==> config.mk <==
export PLATFORM = sky130hd
export DESIGN_NAME = serializador
export DESIGN_NICKNAME = d
export VERILOG_FILES = /design/src/rtl/serializador.sv
export SDC_FILE = /design/constraint.sdc
export NUM_CORES = 1
export LEC_CHECK = 0
export BUFFER_PORTS_ARGS = -buffer_cell sky130_fd_sc_hd__buf_4
export CELL_PAD_IN_SITES_DETAIL_PLACEMENT = 0
export CELL_PAD_IN_SITES_GLOBAL_PLACEMENT = 1
export CORE_AREA = 8 8 61 63
export DETAILED_ROUTE_END_ITERATION = 8
export DIE_AREA = 0 0 69 71
export PLACE_DENSITY = 0.73
export SLEW_MARGIN = 10
export SYNTH_ARGS = -nofsm -noshare
export SYNTH_HDL_FRONTEND = slang
export SYNTH_SLANG_ARGS = --single-unit
==> constraint.sdc <==
create_clock -name clk_100KHz -period 1.75 [get_ports clk_100KHz]
set_clock_uncertainty 0.1 [all_clocks]
set_input_delay 0.4375 -clock clk_100KHz [delete_from_list [all_inputs] [get_ports clk_100KHz]]
set_output_delay 0.4375 -clock clk_100KHz [all_outputs]
set_load 0.01 [all_outputs]
==> src/rtl/serializador.sv <==
// serializador: parallel-to-serial transmitter with a one-word holding buffer.
// Words enter over a valid/ack handshake and leave one bit per clock on
// data_out, qualified by write_out, with an optional idle gap between words.
//
// Handshake: the source raises data_valid_in with data_in and holds both
// until it sees ack_out. An ack_out pulse in a cycle means the word presented
// at the previous rising edge was captured, so the source must either drop
// data_valid_in or present its next word before the following edge. A word is
// captured when the buffer is empty, or when it is emptied into the shifter
// on that same edge, so the buffer refills without a lost cycle.
module serializador #(
    parameter int WIDTH     = 8,
    parameter int GAP       = 1,
    parameter bit MSB_FIRST = 1'b1
) (
    input  logic             clk_100KHz,
    input  logic             reset,
    input  logic [WIDTH-1:0] data_in,
    input  logic             data_valid_in,
    output logic             ack_out,
    output logic             data_out,
    output logic             write_out,
    output logic             status_out
);

    localparam int CW = $clog2(WIDTH);
    localparam int GW = (GAP > 0) ? $clog2(GAP + 1) : 1;
    localparam logic [CW-1:0] BIT_LAST = CW'(WIDTH - 1);
    localparam logic [GW-1:0] GAP_LAST = (GAP > 0) ? GW'(GAP - 1) : '0;

    typedef enum logic [1:0] {
        ST_IDLE  = 2'd0,
        ST_SHIFT = 2'd1,
        ST_GAP   = 2'd2
    } state_t;

    // state is kept as a named enum so checkers can observe the FSM directly
    state_t           state;
    state_t           state_next;
    logic [WIDTH-1:0] buffer;
    logic             buf_full;
    logic             buf_full_next;
    logic [WIDTH-1:0] shift_reg;
    logic [CW-1:0]    bit_cnt;
    logic [GW-1:0]    gap_cnt;

    logic             word_done;
    logic             gap_done;
    logic             load;
    logic             accept;
    logic             first_bit;
    logic             next_bit;
    logic [WIDTH-1:0] buf_rest;
    logic [WIDTH-1:0] shift_rest;

    // Next-state, load/accept decisions and bit selection for the chosen order
    always_comb begin
        word_done     = (state == ST_SHIFT) && (bit_cnt == BIT_LAST);
        gap_done      = (state == ST_GAP) && (gap_cnt == GAP_LAST);
        load          = buf_full && ((state == ST_IDLE) || (word_done && (GAP == 0)) || gap_done);
        accept        = data_valid_in && (!buf_full || load);
        buf_full_next = accept || (buf_full && !load);

        if (MSB_FIRST) begin
            first_bit  = buffer[WIDTH-1];
            next_bit   = shift_reg[WIDTH-1];
            buf_rest   = {buffer[WIDTH-2:0], 1'b0};
            shift_rest = {shift_reg[WIDTH-2:0], 1'b0};
        end else begin
            first_bit  = buffer[0];
            next_bit   = shift_reg[0];
            buf_rest   = {1'b0, buffer[WIDTH-1:1]};
            shift_rest = {1'b0, shift_reg[WIDTH-1:1]};
        end

        state_next = state;
        case (state)
            ST_IDLE: begin
                if (load) state_next = ST_SHIFT;
            end
            ST_SHIFT: begin
                if (word_done) begin
                    if (GAP > 0)    state_next = ST_GAP;
                    else if (!load) state_next = ST_IDLE;
                end
            end
            ST_GAP: begin
                if (gap_done) state_next = load ? ST_SHIFT : ST_IDLE;
            end
            default: state_next = ST_IDLE;
        endcase
    end

    // FSM, holding buffer, shifter and all registered outputs
    always_ff @(posedge clk_100KHz) begin
        if (!reset) begin
            state      <= ST_IDLE;
            buffer     <= '0;
            buf_full   <= 1'b0;
            shift_reg  <= '0;
            bit_cnt    <= '0;
            gap_cnt    <= '0;
            ack_out    <= 1'b0;
            data_out   <= 1'b0;
            write_out  <= 1'b0;
            status_out <= 1'b0;
        end else begin
            state      <= state_next;
            buf_full   <= buf_full_next;
            ack_out    <= accept;
            status_out <= (state_next != ST_IDLE) || buf_full_next;

            if (accept) buffer <= data_in;

            if (load) begin
                shift_reg <= buf_rest;
                data_out  <= first_bit;
                bit_cnt   <= '0;
                write_out <= 1'b1;
            end else begin
                case (state)
                    ST_SHIFT: begin
                        if (word_done) begin
                            write_out <= 1'b0;
                            gap_cnt   <= '0;
                        end else begin
                            data_out  <= next_bit;
                            shift_reg <= shift_rest;
                            bit_cnt   <= bit_cnt + 1'b1;
                        end
                    end
                    ST_GAP: begin
                        if (!gap_done) gap_cnt <= gap_cnt + 1'b1;
                    end
                    default: ;
                endcase
            end
        end
    end

endmodule

---- Word-level counts from Yosys, hierarchy flattened ----
Cells that the tools add are included.
cells by class
  $add $sub $neg .......................... 2
  multiply operators ...................... 0
  div/mod/pow operators ................... 0
  magnitude comparators ................... 0
  eq/ne operators ......................... 6
  shift operators ......................... 0
  multiplexer cells ....................... 16
  bitwise gates (word level) .............. 4
  reductions and logical operators ........ 21
operators by type and width
  operator                                       number
  2-to-1 mux 8 bit                               3
  2-to-1 mux 1 bit                               8
  nonzero test 2 bit                             4
  2-to-1 mux 2 bit                               3
  case mux 2 bit (3 select lines)                1
  AND reduction 2 bit                            3
  logical AND 1 bit                              5
  logical OR 1 bit                               4
  != test 2 bit, second input constant           2
  NOT 1 bit                                      4
  AND reduction 4 bit                            1
  adder 3 x 1 -> 3 bit, second input constant    1
  == test 3 bit, second input constant           1
  == test 2 x 1 -> 1 bit, second input constant  1
  == test 2 bit, second input constant           1
  zero test 1 bit                                2
  zero test 2 bit                                1
  != test 2 x 1 -> 1 bit, second input constant  1
  case mux 1 bit (2 select lines)                1
  OR reduction 2 bit                             1
  adder 1 bit, second input constant             1
storage, ports and cells
  bits in registers ....................... 26
  bits in latches ......................... 0
  memory bits (writable) .................. 0
  bits in read-only memories .............. 0
  input bits .............................. 11
  output and inout port bits .............. 4
  logic and storage cells ................. 59
  memories kept ........................... 0

---- Logic depth before layout (Yosys ltp) ----
  word-level depth ........................ 9
  mapped depth ............................ 7
  depth with buffers taken out ............ 6

---- Worst setup path before layout ----
Ideal clock, no wire load.
  kind .................................... register to register
  start point ............................. register bit_cnt[0]
  end point ............................... register data_out
  library setup time ...................... 0.086 ns
  arrival ................................. 1.417 ns
  required time ........................... 1.564 ns
  setup slack ............................. 0.147 ns
  cell stages (with the launch flop) ...... 8
  path buffers ............................ 2
  period minus slack after synthesis ...... 1.603 ns
  cells stage by stage .................... dfxtp_1 > ha_1 > ha_1 > nand2b_1 > buf_2 > buf_4 > mux2i_1 > a211oi_1
between the ends
  longest elaborated chain between the ends .. 4
ends and longest elaborated chain
  what                              RTL line  source
  from (decl)                       44        logic [CW-1:0] bit_cnt;
  from (signal assigned)            129       bit_cnt <= bit_cnt + 1'b1;
  == test 3 bit                     58        word_done = (state == ST_SHIFT) && (bit_cnt == BIT_LAST);
  logical AND 1 bit                 58
  != test 2 x 1 -> 1 bit (no line)  --
  AND reduction 2 bit (no line)     --
  to (signal assigned)              117       data_out <= first_bit;
  to (signal assigned)              127       data_out <= next_bit;
  to (decl)                         21        output logic data_out,
Every way passes these cells.
A chain may end at the register's enable or synchronous reset.

---- Worst setup path in the final report ----
  start point ............................. register state[0]
  end point ............................... register status_out
between the ends
  longest elaborated chain between the ends .. 9
  elaborated cells between the ends (all ways) .. 19
  those cells by class .................... eq/ne (2); mux (5); reduce/logical (12)
ends and longest elaborated chain
  what                             RTL line  source
  from (decl)                      38        state_t state;
  from (signal assigned)           108       state <= state_next;
  == test 2 bit                    59, 77
  logical AND 1 bit                59        gap_done = (state == ST_GAP) && (gap_cnt == GAP_LAST);
  logical OR 1 bit                 60        load = buf_full && ((state == ST_IDLE) || (word_done && (GAP == 0)) || gap_done);
  logical AND 1 bit                60
  2-to-1 mux 1 bit                 88        if (gap_done) state_next = load ? ST_SHIFT : ST_IDLE;
  2-to-1 mux 2 bit                 88
  case mux 2 bit (3 select lines)  77        case (state)
  nonzero test 2 bit               111       status_out <= (state_next != ST_IDLE) || buf_full_next;
  logical OR 1 bit *               111
  to (signal assigned)             111
  to (decl)                        23        output logic status_out
Mark *: on every way between the ends. The rest lies on a longest branch, timed or not.

==> summary.json <==
{
  "logic_synthesis": {
    "synth_top_cell_by_area": "sky130_fd_sc_hd__dfxtp_1",
    "synth-async-reset-ratio_pct": 0,
    "ys.flop_type": "sky130_fd_sc_hd__dfxtp_1",
    "yosys-top-cells-area": "sky130_fd_sc_hd__dfxtp_1 47%, sky130_fd_sc_hd__mux2i_1 15%, sky130_fd_sc_hd__ha_1 6.8%",
    "synth_edf_count": 0,
    "synth.top_cell.area_share_pct": 47.22,
    "synth_warnings": 0,
    "post_synth_instance_area_mm2": 0.001102,
    "yosys.cell_types.count": 27,
    "ys_ff_latch": 26,
    "ys_seq_area_share_pct": 47.22,
    "avgSynthCellArea_um2": 10.02,
    "mappedNetlistNets": 127,
    "post_synth_inst_count": 110
  },
  "floorplan": {
    "die_height_um": 71,
    "fp.dieArea_mm2": 0.004899,
    "io_pins": 15,
    "core_region_area_mm2": 0.002853,
    "row_count": 20,
    "floorplan.initialDensity_pct": 38.64,
    "die_width_um": 69
  },
  "clock_network": {
    "cts_buffers": 3,
    "cts_post_setup_buffers_inserted": 0,
    "path_clk_slew_ns": 0.15,
    "tritoncts_clock_tree": "done",
    "insertion_delay_ns": 0.33,
    "numClockSinks": 26,
    "clk_path_buf_depth": 2,
    "clock_tree.root_cell": "sky130_fd_sc_hd__clkbuf_4",
    "clock_tree.htree_level_count": 1
  },
  "place": {
    "gp_congestion": 0.6962,
    "placedCellCount": 160,
    "io_buffer_count": 14,
    "post_detail_place_hpwl_mm": 1.517
  },
  "cells_and_area": {
    "drive_above_1_share_pct": 27.27,
    "largest_reg_flops": 8,
    "utilization_after_layout_pct": 47.63,
    "final-instance-count-excl-fill": 165,
    "final_net_count": 150,
    "layout-area-overhead-vs-synth_pct": 23.27,
    "diodes": 0,
    "fill_cells": 294
  },
  "worst_setup_path": {
    "crit_path_top_delay_cell": "sky130_fd_sc_hd__dfxtp_2",
    "critical_path.n_buffers_inverters": 1,
    "cp.required_ns": 1.88,
    "path_cells": "inv_1 > ha_2 > nor2b_4 > nor2_1 > o21a_1 > or3_1",
    "critical_path.startpoint_type": "flip-flop",
    "critPathTopFamily": "simple AND/OR/NAND/NOR gates",
    "max_fo_critical_path": 4,
    "critical-path-max-stage-delay_ns": 0.35,
    "critical_path_arrival_ns": 1.79,
    "cp-end-kind": "flip-flop",
    "timing_worst_setup_path_type": "reg2reg"
  },
  "detailed_routing": {
    "num_vias": 806,
    "drc": 0,
    "first_pass_iters": 4,
    "avgRoutedWirePerCell_um": 12.89,
    "detail_route.wirelength_mm": 2.127,
    "ant_nets": 0,
    "first_iter_violations": 29,
    "average_via_count_per_standard_cell": 4.885
  },
  "global_routing": {
    "overflow": 0,
    "grt_pass1_vias": 839,
    "grt_usage_pct": 8.396,
    "grt_antenna_before_repair": 0,
    "grt_pass1_wl_mm": 3.505,
    "grt_max_degree": 16
  },
  "timing": {
    "timing.max_slew.rel_slack_pct": 80.65,
    "drv_slew": 0,
    "actual_slew_at_the_worst_max_slew_pin_ns": 0.2885,
    "layout_worst_path_cycle_share_pct": 94.89,
    "total_negative_setup_slacks_ns": 0,
    "hold_violations": 0,
    "setup_viol": 0,
    "timing.final.crit_period_ns": 1.661,
    "highest_clock_frequency_the_design_can_meet_ghz": 0.6022
  },
  "worst_hold_path": {
    "hold_path.class": "in2reg"
  },
  "pwr": {
    "power_density_mw_per_mm2": 922.3,
    "power.ir.vdd_worst_v": 0.0004260,
    "leakage_uw": 0.0006401,
    "report.power.total_uw": 1253
  },
  "status": {
    "run_status": "finished clean"
  },
  "run": {
    "drv_cap": 0
  }
}
## report_power, final
group | leakage [uW] | switching, uW | total, uW | internal (uW)
combinational | 0.000398 | 88.1 | 186 | 98.2
sequential | 0.000214 | 20.1 | 652 | 632
clock | 0.0000279 | 183 | 415 | 232
total | 0.000640 | 291 | 1250 | 962
## layer usage
layer,vias up,part of all wire (%),GRT usage [%]
met4,0,1.4,4.784
met2,12,48,14.34
met5,-,0,0
met3,4,3.2,2.098
li1,419,-,-
met1,371,47,9.244
## tightest hold or removal path, cell delays in order
cell,delay (ns)
sky130_fd_sc_hd__buf_4,0.07
sky130_fd_sc_hd__mux2i_1,0.05
sky130_fd_sc_hd__nor2_1,0.07
## cell usage after synthesis, types with 2 or more instances
master                     count
sky130_fd_sc_hd__dfxtp_1      26
sky130_fd_sc_hd__nor2_1       20
sky130_fd_sc_hd__mux2i_1      17
sky130_fd_sc_hd__a211oi_1      8
sky130_fd_sc_hd__ha_1          6
sky130_fd_sc_hd__nand2_1       4
sky130_fd_sc_hd__buf_4         3
sky130_fd_sc_hd__inv_1         3
sky130_fd_sc_hd__nand2b_1      3
sky130_fd_sc_hd__a21oi_1       2
sky130_fd_sc_hd__a31oi_1       2
## cells by family (layout without fill, tap and decap cells)
logic type / count (synthesis) / in the layout / share of synthesized area [%]
AND/OR/NAND/NOR: 32 / 32 / 12.83
multiplexers: 18 / 18 / 16.80
buffers and inverters: 9 / 31 / 4.198
XOR/XNOR: 1 / 1 / 0.7947
AO/OA/AOI/OAI: 18 / 18 / 11.35
flip-flops: 26 / 26 / 47.22
adder cells (fa/ha/maj): 6 / 6 / 6.810
## cell type report
class	count	area (um^2)	share of cell area [%]
timing repair buffer	23	173.9	12.80
multi-input combinational	75	553.0	40.70
clock buffer	3	22.52	1.657
clock inverter	1	30.03	2.210
tap	33	41.29	3.039
sequential	26	523.0	38.49
inverter	4	15.01	1.105
## layout by cell type (no fill, tap or decap)
| master | n |
|---|---|
| sky130_fd_sc_hd__a211oi_1 | 8 |
| sky130_fd_sc_hd__a21oi_1 | 2 |
| sky130_fd_sc_hd__a221oi_1 | 1 |
| sky130_fd_sc_hd__a31oi_1 | 1 |
| sky130_fd_sc_hd__a31oi_2 | 1 |
| sky130_fd_sc_hd__buf_2 | 1 |
| sky130_fd_sc_hd__buf_4 | 21 |
| sky130_fd_sc_hd__buf_6 | 1 |
| sky130_fd_sc_hd__bufinv_16 | 1 |
| sky130_fd_sc_hd__clkbuf_4 | 3 |
| sky130_fd_sc_hd__clkinv_1 | 1 |
| sky130_fd_sc_hd__dfxtp_1 | 24 |
| sky130_fd_sc_hd__dfxtp_2 | 2 |
| sky130_fd_sc_hd__ha_1 | 5 |
| sky130_fd_sc_hd__ha_2 | 1 |
| sky130_fd_sc_hd__inv_1 | 3 |
| sky130_fd_sc_hd__mux2_4 | 1 |
| sky130_fd_sc_hd__mux2i_1 | 17 |
| sky130_fd_sc_hd__nand2_1 | 4 |
| sky130_fd_sc_hd__nand2_2 | 1 |
| sky130_fd_sc_hd__nand2b_1 | 3 |
| sky130_fd_sc_hd__nand3_1 | 1 |
| sky130_fd_sc_hd__nor2_1 | 20 |
| sky130_fd_sc_hd__nor2b_4 | 1 |
| sky130_fd_sc_hd__o211ai_1 | 1 |
| sky130_fd_sc_hd__o21a_1 | 1 |
| sky130_fd_sc_hd__o21ai_0 | 1 |
| sky130_fd_sc_hd__o21ai_2 | 2 |
| sky130_fd_sc_hd__or2_1 | 1 |
| sky130_fd_sc_hd__or3_1 | 1 |
| sky130_fd_sc_hd__xor2_1 | 1 |
## path summary, 6_finish.rpt
path / startpoint / endpoint / slack, ns / cells after the start
max: state[0] / status_out / 0.09 / 6
min: data_in[1] / buffer[1] / 0.22 / 3
max reg2reg: state[0] / status_out / 0.09 / 6
min reg2reg: write_out / write_out / 0.37 / 2
## timing repair
| item | in CTS | in global routing |
|---|---|---|
| endpoints found under the setup margin | 0 | 11 |
| hold buffers | 0 | 0 |
| resized for setup | 0 | 7 |
## stage by stage
| step | hold WS, ns | area [um^2] | setup WS, ns |
|---|---|---|---|
| floorplan | 0.3472 | 1102 | 0.1474 |
| global placement | 0.3551 | 1277 | 0.1312 |
| detailed placement | 0.3514 | 1277 | 0.07989 |
| CTS | 0.2129 | 1330 | 0.03669 |
| global route | 0.2308 | 1359 | -0.01435 |
| finish | 0.2237 | 1359 | 0.08941 |
Power figures use the tool's default switching activity.
